[src/rtl/dm_reader.sv]
// dm_reader: two-stage load formatter for the data RAM read port.
// S1 carries the load shape; a 2-deep FIFO returns results in order.
module dm_reader (
  input  logic        clk,
  input  logic        clr_n,
  input  logic        req_valid,
  output logic        req_ready,
  input  logic [31:0] req_addr,
  input  logic [2:0]  req_type,
  output logic        ram_en,
  output logic [12:0] ram_addr,
  input  logic [31:0] ram_rdata,
  output logic        rsp_valid,
  input  logic        rsp_ready,
  output logic [31:0] rsp_data,
  output logic        rsp_err
);

  localparam logic [2:0] T_LW  = 3'd0;
  localparam logic [2:0] T_LH  = 3'd1;
  localparam logic [2:0] T_LHU = 3'd2;
  localparam logic [2:0] T_LB  = 3'd3;
  localparam logic [2:0] T_LBU = 3'd4;

  logic        s1_valid;
  logic [1:0]  s1_off;
  logic [2:0]  s1_type;

  logic [31:0] fifo_data [2];
  logic        fifo_err  [2];
  logic        wptr;
  logic        rptr;
  logic [1:0]  count;

  logic        accept;
  logic        push;
  logic        pop;
  logic [2:0]  occ;

  logic [15:0] half;
  logic [7:0]  bsel;
  logic [31:0] fmt_data;
  logic        fmt_err;

  logic        unused_addr;

  assign unused_addr = ^req_addr[31:15];

  // Occupancy seen by the next accept: S1 + FIFO, less what leaves now.
  assign rsp_valid = (count != 2'd0);
  assign pop       = rsp_valid & rsp_ready;
  assign push      = s1_valid;
  assign occ       = {2'b00, s1_valid} + {1'b0, count} - {2'b00, pop};
  assign req_ready = (occ < 3'd2);
  assign accept    = req_valid & req_ready & clr_n;
  assign ram_en    = accept;
  assign ram_addr  = req_addr[14:2];

  assign rsp_data  = rsp_valid ? fifo_data[rptr] : 32'd0;
  assign rsp_err   = rsp_valid & fifo_err[rptr];

  // Lane select and extension of the RAM word for the S1 load.
  always_comb begin
    fmt_data = 32'd0;
    fmt_err  = 1'b0;
    half     = s1_off[1] ? ram_rdata[31:16] : ram_rdata[15:0];
    case (s1_off)
      2'd0:    bsel = ram_rdata[7:0];
      2'd1:    bsel = ram_rdata[15:8];
      2'd2:    bsel = ram_rdata[23:16];
      default: bsel = ram_rdata[31:24];
    endcase
    case (s1_type)
      T_LW: begin
        if (s1_off != 2'd0) fmt_err = 1'b1;
        else fmt_data = ram_rdata;
      end
      T_LH: begin
        if (s1_off[0]) fmt_err = 1'b1;
        else fmt_data = {{16{half[15]}}, half};
      end
      T_LHU: begin
        if (s1_off[0]) fmt_err = 1'b1;
        else fmt_data = {16'd0, half};
      end
      T_LB:    fmt_data = {{24{bsel[7]}}, bsel};
      T_LBU:   fmt_data = {24'd0, bsel};
      default: fmt_err = 1'b1;
    endcase
  end

  // S1 holds the shape of the load whose RAM read is in flight.
  always_ff @(posedge clk or negedge clr_n) begin
    if (!clr_n) begin
      s1_valid <= 1'b0;
      s1_off   <= 2'd0;
      s1_type  <= 3'd0;
    end else begin
      s1_valid <= accept;
      if (accept) begin
        s1_off  <= req_addr[1:0];
        s1_type <= req_type;
      end
    end
  end

  // Two-entry response FIFO; credit check upstream prevents overflow.
  always_ff @(posedge clk or negedge clr_n) begin
    if (!clr_n) begin
      wptr         <= 1'b0;
      rptr         <= 1'b0;
      count        <= 2'd0;
      fifo_data[0] <= 32'd0;
      fifo_data[1] <= 32'd0;
      fifo_err[0]  <= 1'b0;
      fifo_err[1]  <= 1'b0;
    end else begin
      if (push) begin
        fifo_data[wptr] <= fmt_data;
        fifo_err[wptr]  <= fmt_err;
        wptr            <= ~wptr;
      end
      if (pop) rptr <= ~rptr;
      case ({push, pop})
        2'b10:   count <= count + 2'd1;
        2'b01:   count <= count - 2'd1;
        default: count <= count;
      endcase
    end
  end

endmodule

[config.mk]
export PLATFORM = sky130hd
export DESIGN_NAME = dm_reader
export DESIGN_NICKNAME = d
export VERILOG_FILES = /design/src/rtl/dm_reader.sv
export SDC_FILE = /design/constraint.sdc
export NUM_CORES = 1
export LEC_CHECK = 0
export ABC_AREA = 1
export CORE_UTILIZATION = 49
export CTS_CLUSTER_SIZE = 8
export DETAILED_ROUTE_END_ITERATION = 12
export PLACE_DENSITY_LB_ADDON = 0.1
export SYNTH_ARGS = -nofsm -noshare
export SYNTH_HDL_FRONTEND = slang
export SYNTH_SLANG_ARGS = --single-unit
[constraint.sdc]
create_clock -name clk -period 7.6 [get_ports clk]
set_input_delay 2.28 -clock clk [delete_from_list [all_inputs] [get_ports clk]]
set_output_delay 2.28 -clock clk [all_outputs]
set_load 0.01 [all_outputs]
==> results.md <==
- Area Growth Syn to Fin: 20.6%
- Vias post-DR: 4192
- Share of cells above drive strength 1: about a tenth
- Clock network fraction of design power: 16.2%
- CP startpoint kind: primary input
- Pins Over Slew Limit: 0
- Switch Pwr: 1010 uW
- P_leak: 0.00279 uW
- Syn nets: 697
- Die area: 0.00945 sq mm
- Post-CTS setup buffer count: 0
- Core Box Area: 0.00876 sq mm
- Via density: roughly 5.3
- Initial antenna violation count: 0
- Clk sinks: 76
- Synth top area share: a little over two fifths
- Reg power frac: 29.8%
- Post-layout worst setup margin: 0.664 ns
- Nets: 747
- CTS H-tree depth: 3
- Period minus WS final: 6.94 ns
- Number of max-cap violations: 0
- Synth Register Bits: 76
- Final Hold Fails: 0
- Mapped Avg Cell Area: 7.12 sq um
- CP Max Fanout: 4
- CP required: approximately 5.3 ns
- Setup tns final: 0 ns
- Outcome: finished clean
- Synth unique cells: 31
- Critical Path AT: 4.66 ns
- Clock Pin Slew Worst Setup and Hold Paths: 0.08 ns
- Cts repair resizes: 0
- Family with the most delay on the worst path: buffers and inverters
- Die X: 97.2 um
- Most frequent cell after synthesis: nand2_1
- Seq/Total Area, Yosys: 42.8%
- Comb pwr share: 54.1%
- IO Count: 120
- Fill cells: 847
- Overflow after GRT: 0
- ANT nets after route: 0
- Critical setup path kind: in -> out
- Routed len/inst: 15.6 um
- TritonCTS clock tree: done
- Post-Layout Inst Area: 0.00536 sq mm
- Chip height: 97.2 um
- Mapped Cells: 624
- Worst Max-Slew Pin Slew: 1.05 ns
- Clk_lat worst skew: 0.36 ns
- Peak supply drop: about 0.00033 V
- Worst path bufs/invs: 3
- P_int: 1310 uW
- Dpl ws: 0.651 ns
- First-pass DRT Iterations: 5
- Worst path slowest cell: clkdlybuf4s50_1
- Detailed Place HPWL: 7.92 mm
- DRC: 0
- Area leader, netlist: dfrtp_1
- Placed cell area: 0.00512 sq mm
- Largest stage delay, worst path: 0.56 ns
- Tcrit/Tclk final: approximately nine tenths
- RSZ-0062 raised after global routing: false
- Clock Skews: 0.0107 ns
- PwrDens: 432 mW/mm^2
- Fmax: 144 MHz
- Cells along the critical path: clkdlybuf4s50_1 -> nand2_1 -> nor2_1 -> inv_1 -> nand2_1 -> nand2_1 -> fa_1 -> xnor2_1 -> nand2_1 -> nor2_1 -> clkdlybuf4s50_1
- Std-Cell Rows: 34
- Port buffer count: 76
- Hold Crit Class: reg -> reg
- Syn. warnings: 0
- GRT Util Overall: around 27%
- First-pass GRT wire length: 20.3 mm
- Synthesized area: 0.00444 sq mm
- Ys flop type: dfrtp_1
- Iter 0 DRT Violations: 251
- Diode count: 0
- Initial core utilization: 50.7%
- CTS Buf Count: 9
- Cts hold-fix bufs: 0
- Most frequent cells after synthesis: 332 x nand2_1, 76 x dfrtp_1, 41 x a21oi_1
- CP most frequent cell: nand2_1
- Final RePlAce weighted congestion: 0.834
- Top cells by area, synth: dfrtp_1 43%, nand2_1 28%, nand3_2 5.0%, a21oi_1 4.6%, nand3_1 3.6%
- Slew HR: 29.8%
- Setup crit end kind: output pin
- CTS max path bufs: 2
- Sw Ratio: 43.6%
- Largest net degree at the start of global routing: 76
- Vias in the first global route: 4209
- EDFF count, synth: 0
- Final WL: about 12 mm
- Final setup viols: 0
- Root Driver: clkbuf_8
- Async SR Flop Fraction: 100%
per-stage QoR:
| step | total power, uW | hold slack [ns] | utilization (%) | std cells |
|---|---|---|---|---|
| 6_report | 2310 | 0.482 | 61.1 | 787 |
| 2_1_floorplan | 1490 | 0.444 | - | 624 |
| 5_1_grt | 2500 | 0.503 | 61.1 | 787 |
| 3_5_place_dp | 1940 | 0.465 | 58.4 | 771 |
| 3_3_place_gp | 1910 | 0.459 | 58.4 | 771 |
| 4_1_cts | 2320 | 0.486 | 61.1 | 787 |
worst reg2reg max path, delay by kind of cell (launching register included):
kind                     cells  cell delay (ns)
AO/OA/AOI/OAI                1             0.07
XOR/XNOR                     1             0.14
adder cells (fa/ha/maj)      1             0.38
buffers and inverters        3             0.37
flip-flops                   1             0.41
AND/OR/NAND/NOR              8             0.97
final timing paths:
kind | startpoint | to | slack (ns) | cells past startpoint
max | rsp_ready | ram_en | 0.66 | 11
min | fifo_data[12]$_DFFE_PN0P_ | fifo_data[12]$_DFFE_PN0P_ | 0.48 | 2
max reg2reg | count[1]$_DFFE_PN0N_ | s1_type[2]$_DFFE_PN0P_ | 5.19 | 14
min reg2reg | fifo_data[12]$_DFFE_PN0P_ | fifo_data[12]$_DFFE_PN0P_ | 0.48 | 2
max in group asynchronous | clr_n | fifo_data[50]$_DFFE_PN0P_ | 4.76 | 2
min in group asynchronous | clr_n | fifo_data[9]$_DFFE_PN0P_ | 1.72 | 1
layout make-up:
type	instances	area (sq um)	area share, %
clock inverter	6	113	2.10
tap	108	135	2.52
clock buffer	10	128	2.38
sequential	76	1900	35.5
timing repair buffer	83	808	15.1
multi-input combinational	484	2200	41.0
inverter	20	75.1	1.40
power by group through the flow:
stage	logic [uW]	registers, uW	clock network, uW
3_5_place_dp	1240	694	0
4_1_cts	1250	687	379
6_report	1250	689	374
5_1_grt	1400	710	396
3_3_place_gp	1220	690	0
2_1_floorplan	825	662	0
per-layer routing:
| layer | share of wire, % | vias to the layer above | global-route usage [%] |
|---|---|---|---|
| met2 | 48 | 128 | 45.0 |
| met1 | 45 | 1987 | 36.4 |
| met3 | 4.9 | 33 | 3.31 |
| li1 | - | 2044 | - |
| met5 | 0 | - | 0 |
| met4 | 2.0 | 0 | 10.1 |
cell usage in the layout, fill, tap and decap left out, drive strengths merged:
master,count
a21oi,41
buf,8
bufinv,3
clkbuf,10
clkdlybuf4s50,75
clkinv,6
dfrtp,76
fa,1
ha,1
inv,17
nand2,336
nand3,55
nand3b,1
nand4,2
nor2,18
nor3,1
o21ai,17
or2,7
xnor2,1
xor2,3
cells by family (layout without fill, tap and decap cells):
kind of cell,after synthesis,count (layout),share of synthesized area [%]
flip-flops,76,76,42.8
AND/OR/NAND/NOR,420,420,41.3
AO/OA/AOI/OAI,58,58,6.62
XOR/XNOR,4,4,0.789
adder cells (fa/ha/maj),2,2,0.732
buffers and inverters,64,119,7.74
flip-flops by register name, summed over array words and instances, names as in the netlist:
| signal | count |
|---|---|
| fifo_data | 64 |
| s1_type | 3 |
| push | 1 |
| s1_off | 2 |
| fifo_err | 2 |
| wptr | 1 |
| count | 2 |
| rptr | 1 |
(Power assumes the default switching activity.)
